File: config.mk
export PLATFORM = sky130hd
export DESIGN_NAME = mem_port_arbiter
export DESIGN_NICKNAME = d
export VERILOG_FILES = /design/src/rtl/mem_port_arbiter.sv
export SDC_FILE = /design/constraint.sdc
export NUM_CORES = 1
export LEC_CHECK = 0
export BUFFER_PORTS_ARGS = -buffer_cell sky130_fd_sc_hd__buf_4
export CORE_UTILIZATION = 46
export DETAILED_ROUTE_END_ITERATION = 7
export GPL_ROUTABILITY_DRIVEN = 0
export GPL_TIMING_DRIVEN = 0
export PLACE_DENSITY = 0.79
export SYNTH_ARGS = -nofsm -noshare
export SYNTH_HDL_FRONTEND = slang
export SYNTH_SLANG_ARGS = --single-unit
File: constraint.sdc
create_clock -name clk -period 2.1 [get_ports clk]
set_input_delay 0 -clock clk [delete_from_list [all_inputs] [get_ports clk]]
set_output_delay 0 -clock clk [all_outputs]
set_load 0.1 [all_outputs]
File: src/rtl/mem_port_arbiter.sv
// mem_port_arbiter
// Merges the CPU instruction-fetch port (imem_*) and the load/store port (dmem_*)
// onto one word-wide downstream memory interface (mem_*). One transaction at a
// time: the winner's address/data/mask are latched, the downstream strobe is held
// until mem_resp, and the read data plus a one-cycle resp pulse go back to the owner.
// The data port has priority over fetch.
//
// Optional build macro: MEM_ARB_FAIRNESS_EN
//   When defined, a 4-bit starve counter counts D grants issued while imem_read is
//   high; once it reaches STARVE_LIMIT and both ports request, fetch wins.
//
// Ports:
//   clk, reset_n                    clock, asynchronous active-low reset
//   imem_read/imem_address          fetch request (held until imem_resp)
//   imem_rdata/imem_resp            fetch data and one-cycle completion pulse
//   dmem_read/dmem_write            load/store request (held until dmem_resp)
//   dmem_address/dmem_wdata         data address and store data
//   dmem_byte_enable                store byte mask
//   dmem_rdata/dmem_resp            load data and one-cycle completion pulse
//   mem_read/mem_write              downstream strobes, held until mem_resp
//   mem_address/mem_wdata           latched downstream address and store data
//   mem_byte_enable                 latched mask (2'b11 on reads)
//   mem_rdata/mem_resp              downstream read data and completion pulse
module mem_port_arbiter #(
   parameter int unsigned ADDR_W       = 16,
   parameter int unsigned DATA_W       = 16,
   parameter int unsigned STARVE_LIMIT = 4
) (
   input  logic              clk,
   input  logic              reset_n,
   input  logic              imem_read,
   input  logic [ADDR_W-1:0] imem_address,
   output logic [DATA_W-1:0] imem_rdata,
   output logic              imem_resp,
   input  logic              dmem_read,
   input  logic              dmem_write,
   input  logic [ADDR_W-1:0] dmem_address,
   input  logic [DATA_W-1:0] dmem_wdata,
   input  logic [1:0]        dmem_byte_enable,
   output logic [DATA_W-1:0] dmem_rdata,
   output logic              dmem_resp,
   output logic              mem_read,
   output logic              mem_write,
   output logic [ADDR_W-1:0] mem_address,
   output logic [DATA_W-1:0] mem_wdata,
   output logic [1:0]        mem_byte_enable,
   input  logic [DATA_W-1:0] mem_rdata,
   input  logic              mem_resp
);

   // Out-of-range limits are rejected at elaboration.
   if (STARVE_LIMIT < 1 || STARVE_LIMIT > 15) begin : g_bad_starve_limit
      $error("STARVE_LIMIT must be in 1..15");
   end

   typedef enum logic [1:0] {StIdle, StGrantI, StGrantD, StDone} state_e;

   state_e            state_q, state_d;
   logic              mem_read_q, mem_read_d;
   logic              mem_write_q, mem_write_d;
   logic [ADDR_W-1:0] mem_address_q, mem_address_d;
   logic [DATA_W-1:0] mem_wdata_q, mem_wdata_d;
   logic [1:0]        mem_be_q, mem_be_d;
   logic [DATA_W-1:0] imem_rdata_q, imem_rdata_d;
   logic [DATA_W-1:0] dmem_rdata_q, dmem_rdata_d;
   logic              imem_resp_q, imem_resp_d;
   logic              dmem_resp_q, dmem_resp_d;

   logic d_req;
   logic i_wins;

   assign d_req = dmem_read | dmem_write;

`ifdef MEM_ARB_FAIRNESS_EN
   logic [3:0] starve_q, starve_d;

   assign i_wins = imem_read & (~d_req | (starve_q == 4'(STARVE_LIMIT)));

   always_comb begin
      starve_d = starve_q;
      if (state_q == StIdle) begin
         if (i_wins) begin
            starve_d = 4'd0;
         end else if (d_req) begin
            // Only D grants that made a waiting fetch wait count toward starvation.
            starve_d = imem_read ? starve_q + 4'd1 : 4'd0;
         end
      end
   end
`else
   assign i_wins = imem_read & ~d_req;
`endif

   always_comb begin
      state_d       = state_q;
      mem_read_d    = mem_read_q;
      mem_write_d   = mem_write_q;
      mem_address_d = mem_address_q;
      mem_wdata_d   = mem_wdata_q;
      mem_be_d      = mem_be_q;
      imem_rdata_d  = imem_rdata_q;
      dmem_rdata_d  = dmem_rdata_q;
      imem_resp_d   = 1'b0;
      dmem_resp_d   = 1'b0;

      unique case (state_q)
         StIdle: begin
            if (i_wins) begin
               state_d       = StGrantI;
               mem_read_d    = 1'b1;
               mem_address_d = imem_address;
               mem_be_d      = 2'b11;
            end else if (d_req) begin
               state_d       = StGrantD;
               // Read and write together is treated as a write.
               mem_write_d   = dmem_write;
               mem_read_d    = ~dmem_write;
               mem_address_d = dmem_address;
               mem_wdata_d   = dmem_wdata;
               mem_be_d      = dmem_write ? dmem_byte_enable : 2'b11;
            end
         end
         StGrantI: begin
            if (mem_resp) begin
               state_d    = StDone;
               mem_read_d = 1'b0;
               // A dropped (flushed) fetch still completes downstream but is not reported.
               if (imem_read) begin
                  imem_rdata_d = mem_rdata;
                  imem_resp_d  = 1'b1;
               end
            end
         end
         StGrantD: begin
            if (mem_resp) begin
               state_d     = StDone;
               mem_read_d  = 1'b0;
               mem_write_d = 1'b0;
               if (d_req) begin
                  dmem_rdata_d = mem_rdata;
                  dmem_resp_d  = 1'b1;
               end
            end
         end
         StDone: begin
            // Gap cycle lets the requester drop its request after resp.
            state_d = StIdle;
         end
         default: state_d = StIdle;
      endcase
   end

   always_ff @(posedge clk or negedge reset_n) begin
      if (!reset_n) begin
         state_q       <= StIdle;
         mem_read_q    <= 1'b0;
         mem_write_q   <= 1'b0;
         mem_address_q <= '0;
         mem_wdata_q   <= '0;
         mem_be_q      <= 2'b00;
         imem_rdata_q  <= '0;
         dmem_rdata_q  <= '0;
         imem_resp_q   <= 1'b0;
         dmem_resp_q   <= 1'b0;
`ifdef MEM_ARB_FAIRNESS_EN
         starve_q      <= 4'd0;
`endif
      end else begin
         state_q       <= state_d;
         mem_read_q    <= mem_read_d;
         mem_write_q   <= mem_write_d;
         mem_address_q <= mem_address_d;
         mem_wdata_q   <= mem_wdata_d;
         mem_be_q      <= mem_be_d;
         imem_rdata_q  <= imem_rdata_d;
         dmem_rdata_q  <= dmem_rdata_d;
         imem_resp_q   <= imem_resp_d;
         dmem_resp_q   <= dmem_resp_d;
`ifdef MEM_ARB_FAIRNESS_EN
         starve_q      <= starve_d;
`endif
      end
   end

   assign mem_read        = mem_read_q;
   assign mem_write       = mem_write_q;
   assign mem_address     = mem_address_q;
   assign mem_wdata       = mem_wdata_q;
   assign mem_byte_enable = mem_be_q;
   assign imem_rdata      = imem_rdata_q;
   assign dmem_rdata      = dmem_rdata_q;
   assign imem_resp       = imem_resp_q;
   assign dmem_resp       = dmem_resp_q;

endmodule
# Yosys cells after proc, flatten, opt, wreduce, memory -nomap -nowiden
# Index checks and enable logic that the tools add are counted.
# word_totals
reg_bits	72
input_bits	72
out_inout_bits	70
wordCells	57
# classes
eq_ne	8
n_mux	22
bitwise_logic	5
n_reduce_logical	12
# op_table
op	count
2-to-1 mux 16 bit	2
2-to-1 mux 2 bit	6
AND reduction 3 bit	4
2-to-1 mux 1 bit	11
!= test 2 bit, second input constant	3
one-hot mux 2 bit (3 select lines)	1
nonzero test 2 bit	3
== test 2 bit, second input constant	2
one-hot mux 1 bit (2 select lines)	2
AND reduction 2 bit	2
AND reduction 4 bit	1
!= test 3 bit, second input constant	1
inverter 1 bit	3
== test 2 x 1 -> 1 bit, second input constant	1
logical NOT 2 bit	1
!= test 2 x 1 -> 1 bit, second input constant	1
OR reduction 2 bit	1
bitwise AND 1 bit	1
OR 1 bit	1

# Depth between registers and ports, before layout
# logic_depth
depth_word	5
depth_mapped	7
ltp_nobuf	6

# Worst setup path before layout
# Ideal clock, no wire load.
# synth_timing
path_type	reg-to-reg
startpoint	reg state_q[0]
endpoint	reg mem_write_q (netlist: mem_write)
setup_time_ns	0.128
arrival_time_ns	1.459
t_required_ns	1.972
setup_slack_ns	0.513
path_stages_with_launch	8
n_path_buf	1
period_less_slack_ns	1.587
path_cell_list	dfrtp_1 inv_1 ha_1 clkbuf_1 nor2_1 a21oi_1 and3_1 mux2_1
# synth_via
elab_chain_len	3
elab_cells_between_ends	8
classes_between	4 x eq/ne; 1 x mux; 3 x reduce/logical
# synth_rtl
item	line	rtl
start, declared	58	state_e state_q, state_d;
start signal, assigned	155	state_q <= StIdle;
start signal, assigned	169	state_q <= state_d;
== test 2 bit / logical NOT 2 bit (equally long branches)	106	unique case (state_q)
!= test 2 bit (no line) / nonzero test 2 bit (equally long branches)	-	
AND reduction 4 bit (no line)	-	
end signal, assigned	171	mem_write_q <= mem_write_d;
end, declared	60	logic mem_write_q, mem_write_d;
# Several ways; a longest one is shown, not always the timed one.
# A chain may end at the register's enable or synchronous reset.

# Worst setup path after layout
# layout_timing
startpoint	reg state_q[1]
endpoint	reg mem_wdata_q[6] (netlist: mem_wdata[6])
# layout_via
elab_chain_len	2
# layout_rtl
item	line	rtl
logical NOT 2 bit	106	
AND reduction 3 bit (no line)	-	
end signal, assigned	173	mem_wdata_q <= mem_wdata_d;
end, declared	62	logic [DATA_W-1:0] mem_wdata_q, mem_wdata_d;
# No other way between the ends.

==> flow_metrics.tcl <==
set metrics [dict create \
    dp_hpwl_mm 5.07 \
    num_io_pins 142 \
    vias_per_cell 5.03 \
    synth_area_leader_cell "dfrtp_1" \
    crit_type "flip-flop to flip-flop" \
    max_freq_mhz 556 \
    fin_skew_ns 0.00732 \
    syn-cell-area_um2 2960 \
    routed_wl_mm 8.54 \
    min_period_over_period_pct 85.6 \
    grt_first_pass_wirelength_mm 12.7 \
    critPathBufInv 3 \
    grt_pass1_vias 2722 \
    slowest_stage "dfrtp_1" \
    status "finished clean" \
    io_buffer_count 141 \
    dp_slack_ns 0.279 \
    r2r-start "state_q[1]" \
    layout-drive-gt1-share_pct 49.7 \
    rows 28 \
    ys_types 26 \
    antenna_found_initial 0 \
    worst_slack_ns 0.302 \
    required_ns 2.31 \
    ant_nets 0 \
    cts_made_buffers 9 \
    cts_num_sinks 72 \
    fin_area_um2 4910 \
    setup_violations 0 \
    gr-total-overflow 0 \
    path_max_fanout 10 \
    synthesis.instances 215 \
    fin_nets 507 \
    clk_pin_slew_ns 0.07 \
    grt_max_degree 73 \
    ys_warn_count 0 \
    cap_violations 0 \
    max_slew_margin_pct 41.0 \
    hold_viol 0 \
    place_inst 431 \
    synth_edf_count 0 \
    postCtsSetupRepairBufs 0 \
    reg2reg_depth 6 \
    rsz0062_at_grt "no" \
    drt_iter0_drc 62 \
    crit_path_max_incr_delay_ns 0.40 \
    floorplan.initialDensity_pct 48.9 \
    clockRootBuffer "clkbuf_8" \
    avgSynthCellArea_um2 13.8 \
    num_antenna_cells 0 \
    rr_endpoint "mem_wdata[6]" \
    die_area_um2 6770 \
    wl_per_cell_um 16.8 \
    tightest_slew_ns 0.885 \
    yosysSeqAreaShare_pct 60.8 \
    die_h_um 82.3 \
    async_flop_share_pct 100 \
    synth_top_cell_area_share_pct 60.8 \
    syn-num-nets 292 \
    area_growth_pct 65.8 \
    fin_crit_ns 1.80 \
    worstPathCellList "inv_1 > ha_1 > clkbuf_1 > nand2_2 > buf_4 > mux2_2" \
    placed_cell_area_um2 4120 \
    ys_top_cells_by_count "dfrtp_1, mux2_2, nand2_1, mux2i_1, o21ai_0" \
    grtUsageTotal_pct 25.6 \
    hold_path.class "input port to flip-flop" \
    critPathLaunch "state_q[1]" \
    start_kind "flip-flop" \
    route.detailed.drc 0 \
    crit_family "buffers and inverters" \
    h-tree-depth 3 \
    core-area_um2 6060 \
    tns_ns 0 \
    cp-end-kind "flip-flop" \
    arrival_ns 2.01 \
    endpoint "mem_wdata[6]" \
    clk_path_buf_depth 2 \
    slew_viol_final 0 \
    ys_ff_latch 72 \
    synth_ff_type "dfrtp_1" \
    final_cells 510 \
    vias 2566 \
    reg2reg_setup_slack_ns 0.30 \
    die_x_um 82.3 \
    cts_resized 0 \
    synth.most_common_cell "dfrtp_1" \
    drt_pass1_iterations 4 \
    cts_tree "done" \
    ys_top_cells_by_area "dfrtp_1, mux2_2, mux2i_1, o21ai_0, nand2_1" \
    clk_latency_ns 0.32 \
    cp_num_cells 6 \
]
routing by layer:
metal	track usage, %	share of wire (%)
met3	7.25	10
met1	26.9	36
met4	10.9	2.0
met2	47.4	52
met5	0	0
cells in the final DEF (no fill, tap or decap), drive strengths merged:
master	count
a21oi	1
and3	1
buf	148
clkbuf	14
clkinv	4
dfrtp	72
dlygate4sd3	63
ha	5
inv	6
mux2	50
mux2i	18
nand2	20
nand3	2
nor2	3
nor2b	2
nor3	1
nor3b	1
o21ai	19
o22a	2
o22ai	1
o2bb2ai	1
or2	1
logic make-up (layout without fill, tap and decap cells):
group / Yosys count / after routing / share of synthesized area, %
buffers and inverters: 15 / 235 / 2.58
adder cells (fa/ha/maj): 5 / 5 / 2.11
AO/OA/AOI/OAI: 24 / 24 / 4.48
flip-flops: 72 / 72 / 60.8
multiplexers: 68 / 68 / 25.1
AND/OR/NAND/NOR: 31 / 31 / 4.94
worst min-delay path: cells and delay by family:
kind / cells / cell delay, ns
simple gates: 1 / 0.08
buf+inv: 1 / 0.14
compound gates: 1 / 0.13
area by class of cell:
type / count / area (um2)
buffer: 9 / 53.8
clock buffer: 12 / 145
clock inverter: 4 / 20.0
fill: 333 / 1150
inverter: 6 / 22.5
multi-input combinational: 128 / 1080
sequential: 72 / 1800
tap: 75 / 93.8
timing repair buffer: 204 / 1690
repair_timing:
action                                  in CTS  in global routing
hold endpoints to repair                   136                  0
endpoints found under the setup margin       0                  0
hold buffers                                63                  0
per-stage QoR:
step           util (%)  hold WS [ns]
2_1_floorplan         -        -0.296
3_3_place_gp       67.9         0.173
3_5_place_dp       67.9         0.180
4_1_cts            81.0       0.00400
5_1_grt            81.0        0.0581
6_report           81.0        0.0510
worst min path at each step:
stage,to,depth (start not counted),startpoint,slack [ns]
6_report,mem_byte_enable[0],3,dmem_write,0.05
5_1_grt,mem_byte_enable[1],3,dmem_write,0.06
4_1_cts,mem_address[3],3,dmem_address[3],0.004
3_5_place_dp,imem_rdata[1],1,reset_n,0.18
3_3_place_gp,imem_rdata[2],1,reset_n,0.17
2_1_floorplan,dmem_rdata[0],0,reset_n,-0.30
flip-flops by register name, indices dropped and copies added, names as in the netlist:
register and count:
state_q 2, mem_address 16, dmem_resp 1, mem_wdata 16, imem_resp 1, imem_rdata 16
mem_byte_enable 2, dmem_rdata 16, mem_read 1, mem_write 1
Power is not shown: default switching activity piles up to over one toggle a cycle in this logic, so the estimate is an artifact.
